<file path="config.mk">
export PLATFORM = sky130hd
export DESIGN_NAME = cdb_arbiter_flat
export DESIGN_NICKNAME = d
export VERILOG_FILES = /design/src/rtl/cdb_pkg.sv /design/src/rtl/cdb_arbiter_if.sv /design/src/rtl/cdb_src_queue.sv /design/src/rtl/cdb_arbiter.sv /design/src/flat_wrapper.sv
export SDC_FILE = /design/constraint.sdc
export NUM_CORES = 1
export LEC_CHECK = 0
export ABC_AREA = 0
export CAP_MARGIN = 20
export CORE_ASPECT_RATIO = 0.5
export CORE_MARGIN = 5
export CORE_UTILIZATION = 49
export CTS_CLUSTER_DIAMETER = 200
export CTS_CLUSTER_SIZE = 30
export DETAILED_ROUTE_END_ITERATION = 12
export PLACE_DENSITY = 0.79
export SETUP_SLACK_MARGIN = 0.3
export SLEW_MARGIN = 0
export SYNTH_ARGS = -nofsm -noshare
export SYNTH_HDL_FRONTEND = slang
export SYNTH_HIERARCHICAL = 1
export SYNTH_SLANG_ARGS = --single-unit
export TNS_END_PERCENT = 10
</file>
<file path="constraint.sdc">
create_clock -name clk -period 2.47 [get_ports clk]
set_clock_uncertainty 0.15 [all_clocks]
set_input_delay 0.6175 -clock clk [delete_from_list [all_inputs] [get_ports clk]]
set_output_delay 0.6175 -clock clk [all_outputs]
set_load 0.05 [all_outputs]
</file>
<file path="src/rtl/cdb_pkg.sv">
// cdb_pkg: shared CDB widths, source enum and queue entry type
package cdb_pkg;
  localparam int CDB_TAG_W = 4;
  localparam int CDB_DATA_W = 32;
  typedef enum logic {SRC_ADD, SRC_MUL} src_e;
  typedef struct packed {
    logic [CDB_TAG_W-1:0] tag;
    logic [CDB_DATA_W-1:0] data;
  } cdb_entry_t;
endpackage

</file>
<file path="src/rtl/cdb_arbiter_if.sv">
// cdb_arbiter_if: FU result handshakes (ready/tag/data/stall per source) plus CDB broadcast and ovf_err; master = FU side, slave = arbiter
interface cdb_arbiter_if import cdb_pkg::*; #(
  parameter int TAG_W = CDB_TAG_W,
  parameter int DATA_W = CDB_DATA_W
);
  logic aFUReady;
  logic [TAG_W-1:0] aFUTag;
  logic [DATA_W-1:0] aFUData;
  logic aFUStall;
  logic mFUReady;
  logic [TAG_W-1:0] mFUTag;
  logic [DATA_W-1:0] mFUData;
  logic mFUStall;
  logic [TAG_W-1:0] broad_tag;
  logic [DATA_W-1:0] broad_data;
  logic broad_valid;
  logic ovf_err;
  modport master (
    output aFUReady, aFUTag, aFUData, mFUReady, mFUTag, mFUData,
    input aFUStall, mFUStall, broad_tag, broad_data, broad_valid, ovf_err
  );
  modport slave (
    input aFUReady, aFUTag, aFUData, mFUReady, mFUTag, mFUData,
    output aFUStall, mFUStall, broad_tag, broad_data, broad_valid, ovf_err
  );
endinterface

</file>
<file path="src/rtl/cdb_src_queue.sv">
// cdb_src_queue: DEPTH-entry FIFO of {tag,data}; ports clk, reset(async low), push, pop, din, head, full, empty, count
module cdb_src_queue import cdb_pkg::*; #(
  parameter int DEPTH = 2,
  parameter int W = CDB_TAG_W + CDB_DATA_W
) (
  input  logic clk,
  input  logic reset,
  input  logic push,
  input  logic pop,
  input  logic [W-1:0] din,
  output logic [W-1:0] head,
  output logic full,
  output logic empty,
  output logic [$clog2(DEPTH):0] count
);
  localparam int AW = $clog2(DEPTH);
  logic [W-1:0] mem [DEPTH];
  logic [AW-1:0] wr_ptr, rd_ptr;
  logic do_push, do_pop;
  assign full = count == (AW+1)'(DEPTH);
  assign empty = count == '0;
  assign head = mem[rd_ptr];
  // a push into a full queue is dropped even if the same edge pops
  assign do_push = push & ~full;
  assign do_pop = pop & ~empty;
  always_ff @(posedge clk or negedge reset)
    if (!reset) begin
      wr_ptr <= '0;
      rd_ptr <= '0;
      count <= '0;
    end else begin
      if (do_push) wr_ptr <= wr_ptr + AW'(1);
      if (do_pop) rd_ptr <= rd_ptr + AW'(1);
      count <= count + (AW+1)'(do_push) - (AW+1)'(do_pop);
    end
  always_ff @(posedge clk)
    if (do_push) mem[wr_ptr] <= din;
endmodule

</file>
<file path="src/rtl/cdb_arbiter.sv">
// cdb_arbiter: round-robin merge of adder/multiplier result queues onto the CDB; ports clk, reset(async low), bus (cdb_arbiter_if.slave)
module cdb_arbiter import cdb_pkg::*; #(
  parameter int DEPTH = 2,
  parameter int TAG_W = CDB_TAG_W,
  parameter int DATA_W = CDB_DATA_W
) (
  input logic clk,
  input logic reset,
  cdb_arbiter_if.slave bus
);
  localparam int W = TAG_W + DATA_W;
  localparam int CW = $clog2(DEPTH) + 1;
  logic [W-1:0] a_head, m_head;
  logic a_full, a_empty, m_full, m_empty;
  logic [CW-1:0] a_count, m_count;
  logic gnt_a, gnt_m;
  src_e last_grant;
  cdb_src_queue #(.DEPTH(DEPTH), .W(W)) a_q (
    .clk(clk), .reset(reset), .push(bus.aFUReady), .pop(gnt_a),
    .din({bus.aFUTag, bus.aFUData}), .head(a_head), .full(a_full),
    .empty(a_empty), .count(a_count)
  );
  cdb_src_queue #(.DEPTH(DEPTH), .W(W)) m_q (
    .clk(clk), .reset(reset), .push(bus.mFUReady), .pop(gnt_m),
    .din({bus.mFUTag, bus.mFUData}), .head(m_head), .full(m_full),
    .empty(m_empty), .count(m_count)
  );
  assign bus.aFUStall = a_full;
  assign bus.mFUStall = m_full;
  // arbitrate on registered occupancy only, so a same-edge push is never bypassed
  assign gnt_a = ~a_empty & (m_empty | last_grant == SRC_MUL);
  assign gnt_m = ~m_empty & (a_empty | last_grant == SRC_ADD);
  always_ff @(posedge clk or negedge reset)
    if (!reset) begin
      bus.broad_valid <= 1'b0;
      bus.broad_tag <= '0;
      bus.broad_data <= '0;
      bus.ovf_err <= 1'b0;
      last_grant <= SRC_MUL;
    end else begin
      bus.broad_valid <= gnt_a | gnt_m;
      if (gnt_a | gnt_m) begin
        {bus.broad_tag, bus.broad_data} <= gnt_a ? a_head : m_head;
        last_grant <= gnt_a ? SRC_ADD : SRC_MUL;
      end
      if ((bus.aFUReady & a_full) | (bus.mFUReady & m_full)) bus.ovf_err <= 1'b1;
    end
  a_count_ok: assert property (@(posedge clk) disable iff (!reset)
    a_count <= CW'(DEPTH) && a_full == (a_count == CW'(DEPTH)));
  m_count_ok: assert property (@(posedge clk) disable iff (!reset)
    m_count <= CW'(DEPTH) && m_full == (m_count == CW'(DEPTH)));
endmodule

</file>
<file path="src/flat_wrapper.sv">
// flat-port wrapper written by rule: the top's interface ports become plain ports
module cdb_arbiter_flat import cdb_pkg::*;
#(
  parameter int DEPTH = 2,
  parameter int TAG_W = CDB_TAG_W,
  parameter int DATA_W = CDB_DATA_W
)
  (clk, reset, bus_aFUReady, bus_aFUTag, bus_aFUData, bus_mFUReady, bus_mFUTag, bus_mFUData, bus_aFUStall, bus_mFUStall, bus_broad_tag, bus_broad_data, bus_broad_valid, bus_ovf_err);
  cdb_arbiter_if #(.TAG_W(TAG_W), .DATA_W(DATA_W)) bus_i ();
  input logic clk;
  input logic reset;
  input wire logic [$bits(bus_i.aFUReady)-1:0] bus_aFUReady;
  input wire logic [$bits(bus_i.aFUTag)-1:0] bus_aFUTag;
  input wire logic [$bits(bus_i.aFUData)-1:0] bus_aFUData;
  input wire logic [$bits(bus_i.mFUReady)-1:0] bus_mFUReady;
  input wire logic [$bits(bus_i.mFUTag)-1:0] bus_mFUTag;
  input wire logic [$bits(bus_i.mFUData)-1:0] bus_mFUData;
  output wire logic [$bits(bus_i.aFUStall)-1:0] bus_aFUStall;
  output wire logic [$bits(bus_i.mFUStall)-1:0] bus_mFUStall;
  output wire logic [$bits(bus_i.broad_tag)-1:0] bus_broad_tag;
  output wire logic [$bits(bus_i.broad_data)-1:0] bus_broad_data;
  output wire logic [$bits(bus_i.broad_valid)-1:0] bus_broad_valid;
  output wire logic [$bits(bus_i.ovf_err)-1:0] bus_ovf_err;
  assign bus_i.aFUReady = bus_aFUReady;
  assign bus_i.aFUTag = bus_aFUTag;
  assign bus_i.aFUData = bus_aFUData;
  assign bus_i.mFUReady = bus_mFUReady;
  assign bus_i.mFUTag = bus_mFUTag;
  assign bus_i.mFUData = bus_mFUData;
  assign bus_aFUStall = bus_i.aFUStall;
  assign bus_mFUStall = bus_i.mFUStall;
  assign bus_broad_tag = bus_i.broad_tag;
  assign bus_broad_data = bus_i.broad_data;
  assign bus_broad_valid = bus_i.broad_valid;
  assign bus_ovf_err = bus_i.ovf_err;
  cdb_arbiter #(.DEPTH(DEPTH), .TAG_W(TAG_W), .DATA_W(DATA_W)) u_core (.clk(clk), .reset(reset), .bus(bus_i));
endmodule
</file>
## Word-level counts from Yosys, hierarchy flattened

Memory sizes are Yosys's and may differ from the RTL's.
Cells that the tools add are included.

| cells by class | value |
|---|---|
| reduce and logical (&&, ||, !) cells | 2 |
| add/subtract/negate cells | 8 |
| equality and inequality tests | 2 |
| mux-type cells | 6 |
| bitwise operators | 17 |

Operators by type and width:

| operator | number |
|---|---|
| two-way mux 36 bit | 1 |
| AND 1 bit | 8 |
| two-way mux 1 bit | 5 |
| NOT 1 bit | 5 |
| adder 1 bit (second input constant) | 4 |
| adder 2 x 1 -> 2 bit | 2 |
| equality test 2 bit (second input constant) | 2 |
| zero test 2 bit | 2 |
| OR 1 bit | 4 |
| subtractor 2 x 1 -> 2 bit | 2 |

| storage, ports and cells | value |
|---|---|
| logic and storage cells | 48 |
| memory bits (writable) | 144 |
| register bits | 47 |
| memories | 2 |
| input bits | 76 |

Memories:

| name | depth | width | rd ports | clocked after Yosys merged registers in | write ports | RTL line | RTL |
|---|---|---|---|---|---|---|---|
| u_core.a_q.mem | 2 | 36 | 1 | 0 | 1 | cdb_src_queue.sv:17 | `logic [W-1:0] mem [DEPTH];` |
| u_core.m_q.mem | 2 | 36 | 1 | 0 | 1 | cdb_src_queue.sv:17 |  |

## Longest topological paths before layout

Gate-level depths: netlist of the first run.

| depth | value |
|---|---|
| depth in word-level cells | 5 |
| mapped depth | 14 |
| gate-level depth less buffers | 10 |

## Hierarchy

Netlist of the first run, hierarchy kept.

Modules (own cells, without submodules):

| module | instances | cells an instance | area an instance (µm²) | seq. area each (µm²) |
|---|---|---|---|---|
| cdb_src_queue | 2 | 130 | 2947.8 | 2262.2 |
| cdb_arbiter | 1 | 172 | 2040.7 | 977.2 |

## Worst setup path before layout of the first run

OpenSTA, ideal clock, no wires.

| path | value |
|---|---|
| path type | input-to-reg |
| start point | input bus_aFUReady |
| end point | memory u_core/a_q/mem[0][0] in the netlist's numbering (enable) |
| buffers on the path | 0 |
| arrival | 2.232 ns |
| path slack | -0.341 ns |
| cell stages on the path | 2 |
| data required time | 1.891 ns |
| library setup time | 0.429 ns |
| cells stage by stage | nand2_1 -> nor2_1 |

| on the way | value |
|---|---|
| word-level cells in the longest chain between the ends | 3 |

Ends and longest elaborated chain:

| item | RTL line | RTL |
|---|---|---|
| from (decl) | flat_wrapper.sv:12 | `input wire logic [$bits(bus_i.aFUReady)-1:0] bus_aFUReady;` |
| AND 1 bit | cdb_src_queue.sv:24 | `assign do_push = push & ~full;` |
| two-way mux 1 bit | cdb_src_queue.sv:37 | `if (do_push) mem[wr_ptr] <= din;` |
| two-way mux 1 bit (not written as such) | cdb_src_queue.sv:37 |  |
| to (decl) | cdb_src_queue.sv:17 |  |

No other way between the ends.

## Worst setup path after layout of the first run

| path | value |
|---|---|
| start point | register u_core.bus.broad_data[23] |
| end point | output bus_broad_data[23] |

RTL lines:

| item | RTL line | RTL |
|---|---|---|
| from (decl) | cdb_arbiter_if.sv:24 | `output aFUStall, mFUStall, broad_tag, broad_data, broad_valid, ovf_err` |
| from (signal assigned) | cdb_arbiter.sv:43 | `{bus.broad_tag, bus.broad_data} <= gnt_a ? a_head : m_head;` |
| to (decl) | flat_wrapper.sv:21 | `output wire logic [$bits(bus_i.broad_data)-1:0] bus_broad_data;` |

No word-level cell between the ends.

==> results by group, run 1 <==
Outcome
  • Outcome: finished, final reports clean

Logic synthesis
  • Ys flop type: edfxtp_1
  • #FFs+latches synth: 191
  • Seq/Total Area, Yosys: 69.3%
  • Most common cell in the synthesized netlist: edfxtp_1
  • Yosys top cell by area: edfxtp_1
  • Mean post-synth cell area: 18.4 um2
  • Top-area cell type share of the netlist area: 54.5%
  • Top post-synthesis cells by area: edfxtp_1 (54%), dfrtp_1 (15%), mux2_4 (11%)
  • Post-synth top cells: edfxtp_1 (144), mux2_4 (58), dfrtp_1 (46), nand2_1 (39)
  • EDFF count, synth: 144
  • YS warnings: 6
  • Cells after Synth: 432
  • Synth cell types: 24
  • Post-Syn Area: 0.00794 mm2
  • Syn_nets: 512
  • Asr flop ratio synth: 24.6%

GRT
  • GRT Util Overall: 17.2%
  • Met3 Usage GRT: 4.38%
  • GRT overflow: 0
  • GRT Max-Usage Layer: met2
  • Antenna violations before repair: 0
  • Maximum number of pins on one net before global-route repair: 48
  • Met2 usage: 30.5%
  • Global Route met1 Usage: 21.6%
  • First-pass GRT wire length: 25,100 um
  • Vias in the first global route: 4,602

Routing
  • Number of vias per cell: 5.30
  • Antenna Nets Post-Route: 0
  • Drt wl/cell: 20.0 um
  • DR pass1 iterations: 4
  • # DRC: 0
  • Initial DRC count: 295
  • Routed via count: 4,200
  • WL final: 15,800 um

Floorplanning
  • Initial Util: 50.7%
  • Ports: 116
  • Die area: 0.0190 mm2
  • Row count: 32
  • Die Span Y: 100 um
  • Core Area: 0.0157 mm2
  • DIE WIDTH: 190 um

Final layout
  • Nets: 639
  • Ant diodes: 0
  • P&R area growth vs syn: 24.7%
  • Fill count: 1,085
  • Layout cells sized above 1: 24.5%

Timing
  • Setup TNS: 0 ns
  • Slew Viols, Final: 0
  • RSZ-0062 raised after global routing: true
  • Worst slew pin tran: 0.675 ns
  • F_max: 421 MHz
  • Final setup vio count: 0
  • Final min period: 2.38 ns
  • Final cycle utilization of the critical path: 96.2%
  • Hold Violations, Final: 0
  • Rel. slew slack: 55.0%

Run
  • Maxcap violations: 0

Clock tree
  • CTS buffer count: 17
  • Clock transition at path regs: 0.08 ns
  • Htree depth: 4
  • CTS tree: done
  • Clk_lat worst skew: 0.41 ns
  • Root buf cell: clkbuf_16
  • Clock sinks: 191
  • CTS Buffer Depth: 2

Placed design
  • Gpl congestion: 0.722
  • DP Wirelength: 10000 um
  • Count of buffers from port buffering: 115

Setup path
  • Crit path max-delay family: buffers and inverters
  • Critical R2R Capture: u_core/a_q/count[1]
  • CP Launch Point: u_core/bus.broad_data[23]
  • Ordered cell list for the critical path: clkdlybuf4s50_1
  • FF-to-FF setup slack: 0.42 ns
  • Reg2Reg Depth: 8
  • Worst Setup Start Kind: flop
  • WS Path Type: reg -> out
  • Crit path max-delay cell type: clkdlybuf4s50_1
  • Buffers and inverters on the worst path: 1
  • Crit-path max cell delay: 0.82 ns
  • Crit. End Element: primary output
  • Arrival time at the worst endpoint: 1.61 ns
  • R2r startpoint: u_core/a_q/count[0]
  • Worst Path Max Fanout: 2
  • Req. time, crit path: 1.70 ns

Worst hold path
  • Min-Delay Path Class: in -> async

Pwr
  • Pwr/cell area: 1390 mW/mm2
  • Max rail drop VDD: 0.000646 V
  • Leak: 3.68 nW
  • Pwr Total: 13.7 mW
-- cell usage in the layout, fill, tap and decap left out, types with 5 or more instances in the layout --
cell type	netlist	final
inv_6	0	9
clkbuf_16	0	17
o221a_1	36	36
mux2_4	58	58
mux2i_1	36	36
buf_4	2	16
clkdlybuf4s50_1	0	106
xnor2_1	6	5
mux2_2	14	14
dfrtp_1	46	44
nand2_1	39	39
edfxtp_1	144	144
-- stage by stage --
stage	hold slack (ns)	setup WS (ns)	util (%)	area (um2)	instances
2_1_floorplan	0.172	0.218	-	7980	432
4_1_cts	0.182	0.0679	63.2	9890	793
3_3_place_gp	0.367	0.197	59.7	9340	761
5_1_grt	0.204	0.0452	63.2	9900	793
3_5_place_dp	0.366	0.161	59.7	9340	761
6_report	0.160	0.0937	63.2	9900	793
-- worst max path at each step --
stage                     endpoint  slack [ns]  depth (start not counted)
5_1_grt         bus_broad_data[27]        0.05                          1
3_5_place_dp   u_core/m_q/count[1]        0.16                          7
2_1_floorplan  u_core/m_q/count[1]        0.22                         14
3_3_place_gp   u_core/m_q/count[1]        0.20                          7
6_report        bus_broad_data[23]        0.09                          1
4_1_cts         bus_broad_data[23]        0.07                          1
-- logic make-up (layout without fill, tap and decap cells) --
family | Yosys count | after routing | synth area share [%]
flops | 191 | 191 | 69.3
mux | 108 | 108 | 17.5
simple gates | 53 | 53 | 2.85
compound gates | 38 | 38 | 5.33
buf+inv | 30 | 170 | 3.48
xor+xnor | 8 | 8 | 0.883
fa+ha+maj | 4 | 4 | 0.631
-- metal layers --
| layer | share of wire (%) | vias up |
|---|---|---|
| li1 | - | 1927 |
| met1 | 43 | 2143 |
| met2 | 51 | 118 |
| met3 | 5.5 | 12 |
| met4 | 0.78 | 0 |
| met5 | 0 | - |
-- registers in the layout (all words and copies together) (netlist names), 2 cells and up --
signal	count
u_core/a_q/count	2
u_core/a_q/mem	72
u_core/bus.broad_data	32
u_core/bus.broad_tag	4
u_core/m_q/count	2
u_core/m_q/mem	72
-- what timing repair did --
| action | in CTS | in global routing |
|---|---|---|
| hold buffers | 0 | 0 |
| cloned | 0 | 0 |
| resized for setup | 3 | 3 |
| endpoints found under the setup margin | 38 | 36 |
| setup buffers | 0 | 0 |
-- report_power, final --
| part | switching [mW] | internal (mW) | total [mW] | leakage, nW |
|---|---|---|---|---|
| registers | 0.405 | 4.53 | 4.94 | 1.87 |
| clock network | 1.23 | 1.33 | 2.55 | 0.266 |
| logic | 3.50 | 2.72 | 6.22 | 1.54 |
-- cell type report --
cell class	count	area (um2)	share of cell area, %
sequential	191	5500	55.6
multi-input combinational	211	2220	22.4
timing repair buffer	133	1330	13.4
clock buffer	18	429	4.34
tap	221	277	2.79
clock inverter	14	119	1.20
inverter	5	18.8	0.190
Power figures use the tool's default switching activity.
==> run 2: changes to the inputs <==
--- a/config.mk
+++ b/config.mk
@@ -11,7 +11,6 @@
 export CORE_MARGIN = 5
 export CORE_UTILIZATION = 49
 export CTS_CLUSTER_DIAMETER = 200
-export CTS_CLUSTER_SIZE = 30
 export DETAILED_ROUTE_END_ITERATION = 12
 export PLACE_DENSITY = 0.79
 export SETUP_SLACK_MARGIN = 0.3
==> results of run 2 <==
The final DEF is identical to that of run 1; final timing and power are the same.
